$ cat config.mk
export PLATFORM = sky130hd
export DESIGN_NAME = decode_viterbi
export DESIGN_NICKNAME = d
export VERILOG_FILES = /design/src/rtl/decode_viterbi.sv
export SDC_FILE = /design/constraint.sdc
export NUM_CORES = 1
export LEC_CHECK = 0
export CAP_MARGIN = 20
export CORE_MARGIN = 2
export CORE_UTILIZATION = 55
export CTS_CLUSTER_DIAMETER = 40
export DETAILED_ROUTE_END_ITERATION = 12
export PLACE_DENSITY_LB_ADDON = 0.08
export SYNTH_ARGS = -nofsm -noshare
export SYNTH_HDL_FRONTEND = slang
export SYNTH_SLANG_ARGS = --single-unit
$ cat constraint.sdc
create_clock -name clk_sig -period 19.7 [get_ports clk_sig]
set_input_delay 1.97 -clock clk_sig [delete_from_list [all_inputs] [get_ports clk_sig]]
set_output_delay 1.97 -clock clk_sig [all_outputs]
set_load 0.01 [all_outputs]
$ cat src/rtl/decode_viterbi.sv
// Hard-decision Viterbi decoder for the K=3, rate-1/2 (7,5) convolutional code.
// Four-state add-compare-select with normalized metrics and register-exchange survivors.
module decode_viterbi #(
   parameter int TB_DEPTH = 10,
   parameter int METRIC_W = 6
) (
   input  logic       clk_sig,
   input  logic       reset_sig,
   input  logic [1:0] encode_sig,
   input  logic       valid_sig,
   output logic       decode_sig,
   output logic       decode_valid_sig
);

   localparam logic [METRIC_W-1:0] INIT_M = {1'b1, {(METRIC_W-1){1'b0}}};

   function automatic logic [1:0] branch_metric(input logic [1:0] rx, input logic [1:0] ex);
      logic [1:0] d;
      d = rx ^ ex;
      return {1'b0, d[1]} + {1'b0, d[0]};
   endfunction

   function automatic logic [METRIC_W-1:0] sat_add(input logic [METRIC_W-1:0] m,
                                                   input logic [1:0]          b);
      logic [METRIC_W:0] s;
      s = {1'b0, m} + {{(METRIC_W-1){1'b0}}, b};
      return s[METRIC_W] ? {METRIC_W{1'b1}} : s[METRIC_W-1:0];
   endfunction

   function automatic logic [METRIC_W-1:0] min2(input logic [METRIC_W-1:0] a,
                                                input logic [METRIC_W-1:0] b);
      return (b < a) ? b : a;
   endfunction

   logic [METRIC_W-1:0] r_metric [4];
   logic [TB_DEPTH-1:0] r_surv   [4];
   logic [4:0]          r_fill;
   logic                r_decode_p1;
   logic                r_decode_vld_p1;

   logic [METRIC_W-1:0] w_acs      [4];
   logic [METRIC_W-1:0] w_norm     [4];
   logic [TB_DEPTH-1:0] w_surv_nxt [4];
   logic                w_sel      [4];
   logic [METRIC_W-1:0] w_min;
   logic [METRIC_W-1:0] w_best_m;
   logic [1:0]          w_best_idx;
   logic                w_filled;

   // New state {q,s1} chooses between predecessors {s1,0} and {s1,1}; ties keep {s1,0}.
   for (genvar g = 0; g < 4; g++) begin : g_acs
      localparam logic       Q    = ((g >> 1) & 1) != 0;
      localparam logic       S1   = (g & 1) != 0;
      localparam int         P0   = (g & 1) * 2;
      localparam int         P1   = P0 + 1;
      localparam logic [1:0] EXP0 = {Q ^ S1, Q};
      localparam logic [1:0] EXP1 = {~(Q ^ S1), ~Q};

      logic [METRIC_W-1:0] w_sum0;
      logic [METRIC_W-1:0] w_sum1;

      assign w_sum0        = sat_add(r_metric[P0], branch_metric(encode_sig, EXP0));
      assign w_sum1        = sat_add(r_metric[P1], branch_metric(encode_sig, EXP1));
      assign w_sel[g]      = (w_sum1 < w_sum0);
      assign w_acs[g]      = w_sel[g] ? w_sum1 : w_sum0;
      assign w_surv_nxt[g] = w_sel[g] ? {r_surv[P1][TB_DEPTH-2:0], Q}
                                      : {r_surv[P0][TB_DEPTH-2:0], Q};
      assign w_norm[g]     = w_acs[g] - w_min;
   end

   assign w_min    = min2(min2(w_acs[0], w_acs[1]), min2(w_acs[2], w_acs[3]));
   assign w_filled = (r_fill == 5'(TB_DEPTH));

   // Decision uses the metrics and survivors as they stood before this symbol.
   always_comb begin
      w_best_idx = 2'd0;
      w_best_m   = r_metric[0];
      for (int i = 1; i < 4; i++) begin
         if (r_metric[i] < w_best_m) begin
            w_best_m   = r_metric[i];
            w_best_idx = 2'(i);
         end
      end
   end

   always_ff @(posedge clk_sig or posedge reset_sig) begin
      if (reset_sig) begin
         for (int i = 0; i < 4; i++) begin
            r_metric[i] <= (i == 0) ? '0 : INIT_M;
            r_surv[i]   <= '0;
         end
         r_fill          <= '0;
         r_decode_p1     <= 1'b0;
         r_decode_vld_p1 <= 1'b0;
      end else begin
         r_decode_vld_p1 <= 1'b0;
         if (valid_sig) begin
            for (int i = 0; i < 4; i++) begin
               r_metric[i] <= w_norm[i];
               r_surv[i]   <= w_surv_nxt[i];
            end
            if (!w_filled) begin
               r_fill <= r_fill + 5'd1;
            end else begin
               r_decode_p1     <= r_surv[w_best_idx][TB_DEPTH-1];
               r_decode_vld_p1 <= 1'b1;
            end
         end
      end
   end

   assign decode_sig       = r_decode_p1;
   assign decode_valid_sig = r_decode_vld_p1;

endmodule

==> out/qor.yml, run 1 <==
hpwl_mm: 15.0
cp_slowest_cell: "a21oi_1"
start_util_pct: 56.3
rows: 41
worstSetupPathType: "in -> reg"
cap_violations: 0
r2r_end: "r_metric[4]"
layout-drive-gt1-share_pct: 7.19
ys_seq_area_share_pct: 23.4
antenna_found_initial: 0
grt.overflow.total: 0
finalSetupViolations: 0
hold_ws_ns: 0.479
path_max_fanout: 15
async_flop_share_pct: 100
cp_common_cell: "ha_1"
cts_buffers: 9
timing.critical_path.to: "r_metric[4]"
grt_pass1_vias: 6174
wl_per_cell_um: 18.9
synth_nets: 958
dr.pass1.iters: 5
synth_edf_count: 0
max_stage_delay_ns: 0.69
maxSlewHeadroom_pct: 26.6
ctsResizeCount: 0
clock.fmax_mhz: 86.7
synthMuxAreaShare_pct: 9.83
cts_num_sinks: 66
track_usage_pct: 28.6
cts-htree-levels: 3
r2r-start: "r_metric[0]"
period_share_pct: 58.6
fin_nets: 940
drt_iter0_drc: 432
outcome: "complete, no violations"
path_clk_slew_ns: 0.06
slew_viol_final: 0
n_antenna_cell: 0
syn_avg_cell_area_um2: 8.09
crit_family: "compound AO/OA/AOI/OAI gates"
hold_class: "reg -> reg"
ys_types: 80
syn_area_mm2: 0.00708
dieHeight_um: 117
synth_seq_cells: 66
cts_tree: "built"
synth-simple-area-share_pct: 17.5
grt_start_max_net_pins: 108
post_cts_buffers: 0
fin_tns_setup_ns: 0
period_needed_ns: 11.53
start_kind: "primary input"
clock_latency_ns: 0.34
synth_xor_area_share_pct: 5.82
yosysWarnings: 0
critPathCaptureType: "register"
finalClockSkew_ns: 0.00945
synth_cells: 875
ff2ff_path_depth: 32
drtAntennaViolNets: 0
fillers: 1176
routed_wl_mm: 19.5
routabilityCongestion: 0.970
critical_path_required_ns: 19.93
synth-main-ff-cell: "dfrtp_1"
synth_compound_area_share_pct: 23.7
tightest_slew_ns: 1.09
route.detailed.drc: 0
fin_area_mm2: 0.00755
rsz0062_at_grt: "no"
die_w_um: 117
synth_top_family_by_area: "compound AO/OA/AOI/OAI gates"
hold_violations: 0
place.port_buffers: 6
cts_hold_buf: 0
critPathLaunch: "encode_sig[0]"
dieArea_mm2: 0.0138
worstPathArrival_ns: 11.76
crit_buf_inv: 3
r2r_slack_ns: 10.55
dpl_cell_area_mm2: 0.00720
via_per_inst: 6.11
vias: 6319
crit_cells: 36
core_mm2: 0.0126
cts_root_buf: "clkbuf_16"
synth_fa_ha_area_share_pct: 14.3
clockBufferDepth: 2
grt_pass1_wl_mm: 31.4
areaGrowthSynthToFinish_pct: 6.74
ios: 7
## flip-flops by register name (all words and copies together) (netlist names)
register,flops
r_surv,35
decode_valid_sig,1
r_metric,24
decode_sig,1
r_fill,5
## cell families (layout without fill, tap and decap cells)
family	after synthesis	count (layout)
adders and majority gates	81	81
AOI/OAI and AO/OA	260	260
and+or+nand+nor	258	258
muxes	67	67
DFF	66	66
buffers and inverters	96	83
xor gates and xnor gates	47	47
## how the worst min path moves through the flow
stage,startpoint,end,slack (ns),depth (start not counted)
6_report,r_surv[0],r_surv[0],0.48,1
5_1_grt,r_surv[0],r_surv[0],0.50,1
4_1_cts,r_surv[0],r_surv[0],0.47,1
3_5_place_dp,r_surv[0],r_surv[0],0.45,1
3_3_place_gp,r_surv[0],r_surv[0],0.46,1
2_1_floorplan,r_surv[0],r_surv[0],0.44,1
## placed cells by master, fill, tap and decap left out, drive strengths merged, types with 4 or more instances in the layout
cell           Yosys  routed
o21ai             57      57
mux2              17      17
ha                78      78
nand2             71      71
xor2              15      15
nor2b             11      11
o21a               9       9
inv               56      58
a211o              4       4
or3                6       6
and4               4       4
nand2b            21      21
clkdlybuf4s50      0       5
a211oi            12      12
nor3               6       6
o31ai              6       6
and3               5       5
nand4              9       9
clkbuf            23       9
mux2i             50      50
a31oi              9       9
dfrtp             63      63
xnor2             32      32
and2              11      11
a21o              16      16
nand3             17      17
or2                9       9
nor2              80      80
o211ai            10      10
a21boi             5       5
buf               17       6
a21oi             95      95
## metal layers
layer  wire, um  GRT usage, %  vias to the layer above
met5          0             0                        -
met1       8460          35.7                     2965
met3        832          4.04                       43
li1           -             -                     3114
met2       9630          50.1                      197
met4        572          10.6                        0
## through the flow
| step | utilization (%) | std cells | setup slack [ns] |
|---|---|---|---|
| after floorplan | - | 875 | 9.84 |
| after global placement | 57.3 | 1017 | 8.17 |
| after detailed placement | 57.3 | 1017 | 7.88 |
| after CTS | 59.9 | 1033 | 8.23 |
| after global routing | 60.1 | 1034 | 7.43 |
| final | 60.1 | 1034 | 8.17 |
## synth_stat cells, drive strengths merged, types with 6 or more instances
library cell  instances  share of area (%)
inv                  56                3.0
a211oi               12                1.5
or3                   6               0.53
buf                  17                1.3
mux2i                50                7.1
o31ai                 6               0.64
a31oi                 9               0.88
xor2                 15                1.9
nor2b                11               0.97
o21a                  9               0.95
dfrtp                63                 22
o211ai               10                1.3
nand2b               21                1.9
nor3                  6               0.42
nand4                 9               0.80
nor2                 80                4.2
a21oi                95                6.8
nand3                17                1.2
and2                 11               0.97
o21ai                57                4.0
nand2                71                3.8
ha                   78                 14
a21o                 16                1.7
or2                   9               0.80
mux2                 17                2.8
clkbuf               23                1.2
xnor2                32                4.0
## area by class of cell
type,count,area [um2],share of cell area [%]
tap,172,215,2.85
clock buffer,9,225,2.98
timing repair buffer,11,115,1.52
sequential,66,1660,21.9
clock inverter,7,100,1.33
inverter,56,210,2.78
multi-input combinational,713,5030,66.6
Power of run 1 is left out: the tool's default activity adds up to more than one toggle a clock period on the data nets, which glitch-free logic cannot reach.
==> run 2, diff against run 1 <==
Clock period 19.7 ns to 9.5 ns, I/O delays scaled along.
==> run 2 against run 1 <==
Against the previous run:
- routed wire length up 5.4%
- via count up 4.6%
- register-to-register slack worse by 9.2 ns
- worst setup slack worse by 7.7 ns
- clock skew barely moved
- first-iteration DRC count increased by 25%
- die area unchanged
- critical path depth down 2
- flip-flop and latch count unchanged
- final cell count rose by 2.6%
- largest cell class unchanged
==> out/qor.yml, run 2 (same netlist as run 1, synthesis figures left out) <==
critPathCaptureType: "register"
path_max_fanout: 10  # -5
cts_num_sinks: 66  # unchanged
fin_nets: 967  # +2.9%
grt.overflow.total: 0  # unchanged
core_mm2: 0.0126  # unchanged
clock_latency_ns: 0.34  # about the same
fin_ws_ns: 0.420  # -7.75 ns
hold_depth: 1  # unchanged
drt_iter0_drc: 538  # +25%
maxSlewHeadroom_pct: 32.3  # +5.7 points
grt_pass1_wl_mm: 32.6  # +3.7%
critical_path_required_ns: 9.72  # -10.21 ns
hold_ws_ns: 0.479  # +0.000861 ns
route.detailed.drc: 0  # unchanged
dieHeight_um: 117  # unchanged
die_w_um: 117  # unchanged
hold_class: "reg -> reg"
start_util_pct: 56.3  # unchanged
layout_commonest_cell: "a21oi_1"
clockBufferDepth: 2  # unchanged
fillers: 1103  # -6.2%
finalNonFillerCells: 1061  # +2.6%
areaGrowthSynthToFinish_pct: 10.8
cp_slowest_cell: "a211oi_4"
rows: 41  # unchanged
routabilityCongestion: 1.02  # +5.6%
start_kind: "primary input"
place.port_buffers: 6  # unchanged
cap_violations: 0  # unchanged
top_register: "r_surv"
period_share_pct: 95.6
via_per_inst: 6.23  # +1.9%
layout-drive-gt1-share_pct: 12.6  # +5.4 points
largest_reg_flops: 35  # unchanged
finalSetupViolations: 0  # unchanged
drtAntennaViolNets: 0  # unchanged
rsz0062_at_grt: "no"
track_usage_pct: 29.4  # +0.85 points
dp_cells: 1039  # +2.2%
ff2ff_path_depth: 33  # +3.1%
dr.pass1.iters: 5  # unchanged
hpwl_mm: 15.7  # +4.6%
final_cell_mix: "a21oi_1 (90), nor2_1 (80), ha_1 (73)"
tightest_slew_ns: 1.02  # -0.0756 ns
routed_wl_mm: 20.5  # +5.4%
finalClockSkew_ns: 0.00968  # +0.000231 ns
n_antenna_cell: 0  # unchanged
ios: 7  # unchanged
dp_slack_ns: -0.529  # -8.41 ns
cts_tree: "built"
antenna_found_initial: 0  # unchanged
outcome: "complete, no violations"
period_needed_ns: 9.08
grt_pass1_vias: 6443  # +4.4%
clock.fmax_mhz: 110
cp_common_cell: "ha_1"
worstPathArrival_ns: 9.30  # -2.46 ns
worstSetupPathType: "in -> reg"
path_clk_slew_ns: 0.06  # about the same
cts_buffers: 9  # unchanged
slew_viol_final: 0  # unchanged
cts-htree-levels: 3  # unchanged
dieArea_mm2: 0.0138  # unchanged
wl_per_cell_um: 19.4  # +2.7%
hold_violations: 0  # unchanged
max_stage_delay_ns: 0.50  # -0.19 ns
cts_root_buf: "clkbuf_16"
reg_top3: "r_surv: 35 flops, r_metric: 24 flops, r_fill: 5 flops"
vias: 6609  # +4.6%
grt_start_max_net_pins: 84  # -22%
==> run 2: cell types whose count changed in the layout (fill, tap and decap cells not counted), moves of 2 or more <==
cell | previous run | this run
mux2i_4 | 0 | 2
a21oi_2 | 2 | 5
mux2i_2 | 0 | 4
o21ai_1 | 6 | 9
a21oi_1 | 93 | 90
ha_2 | 0 | 5
a211oi_1 | 11 | 9
mux2i_1 | 50 | 44
buf_4 | 5 | 32
ha_1 | 78 | 73
o21ai_0 | 51 | 46
o21ai_2 | 0 | 2
==> run 2: layout make-up <==
cell class,instances,area (um2),share of cell area [%]
multi-input cells,713,5150,65.7
flip-flops and latches,66,1660,21.1
repair buffers,38,305,3.90
clock buffers,11,243,3.10
well taps,172,215,2.75
inverters,56,210,2.68
clock inverters,5,61.3,0.782
==> run 2: critical path: cells and delay by family <==
family                   cells  cell delay, ns
multiplexers                 3            0.89
AND/OR/NAND/NOR              5            0.95
adder cells (fa/ha/maj)      7            2.17
AO/OA/AOI/OAI               14            3.32
XOR/XNOR                     2            0.31
buffers and inverters        3            0.72
==> run 2: repair_timing <==
action	CTS	global route
hold buffers	0	0
hold endpoints to repair	0	0
gates resized for setup	3	31
pin swaps	0	7
endpoints found under the setup margin	6	18
buffers inserted	0	6
==> run 2: path summary, 6_finish.rpt <==
kind,end,slack [ns],startpoint
min in group asynchronous,r_fill[1],1.20,reset_sig
max reg2reg,r_metric[4],1.39,r_metric[20]
min reg2reg,r_surv[0],0.48,r_surv[0]
max,r_metric[4],0.42,encode_sig[1]
min,r_surv[0],0.48,r_surv[0]
max in group asynchronous,r_surv[2],7.74,reset_sig
==> run 2: metal layers <==
metal  GRT usage (%)  part of all wire [%]  up-vias
li1                -                     -     3167
met3            3.65                   5.3       48
met2            50.0                    48      240
met1            38.0                    43     3154
met5               0                     0        -
met4            12.0                   3.6        0
==> run 2: stage by stage <==
step,setup TNS [ns],cell area [um2],util (%)
after floorplan,0,7080,-
after global placement,-0.596,7360,58.6
after detailed placement,-3.78,7360,58.6
after CTS,0,7670,61.1
after global routing,0,7840,62.4
final,0,7840,62.4
Power of run 2 is left out for the same reason.
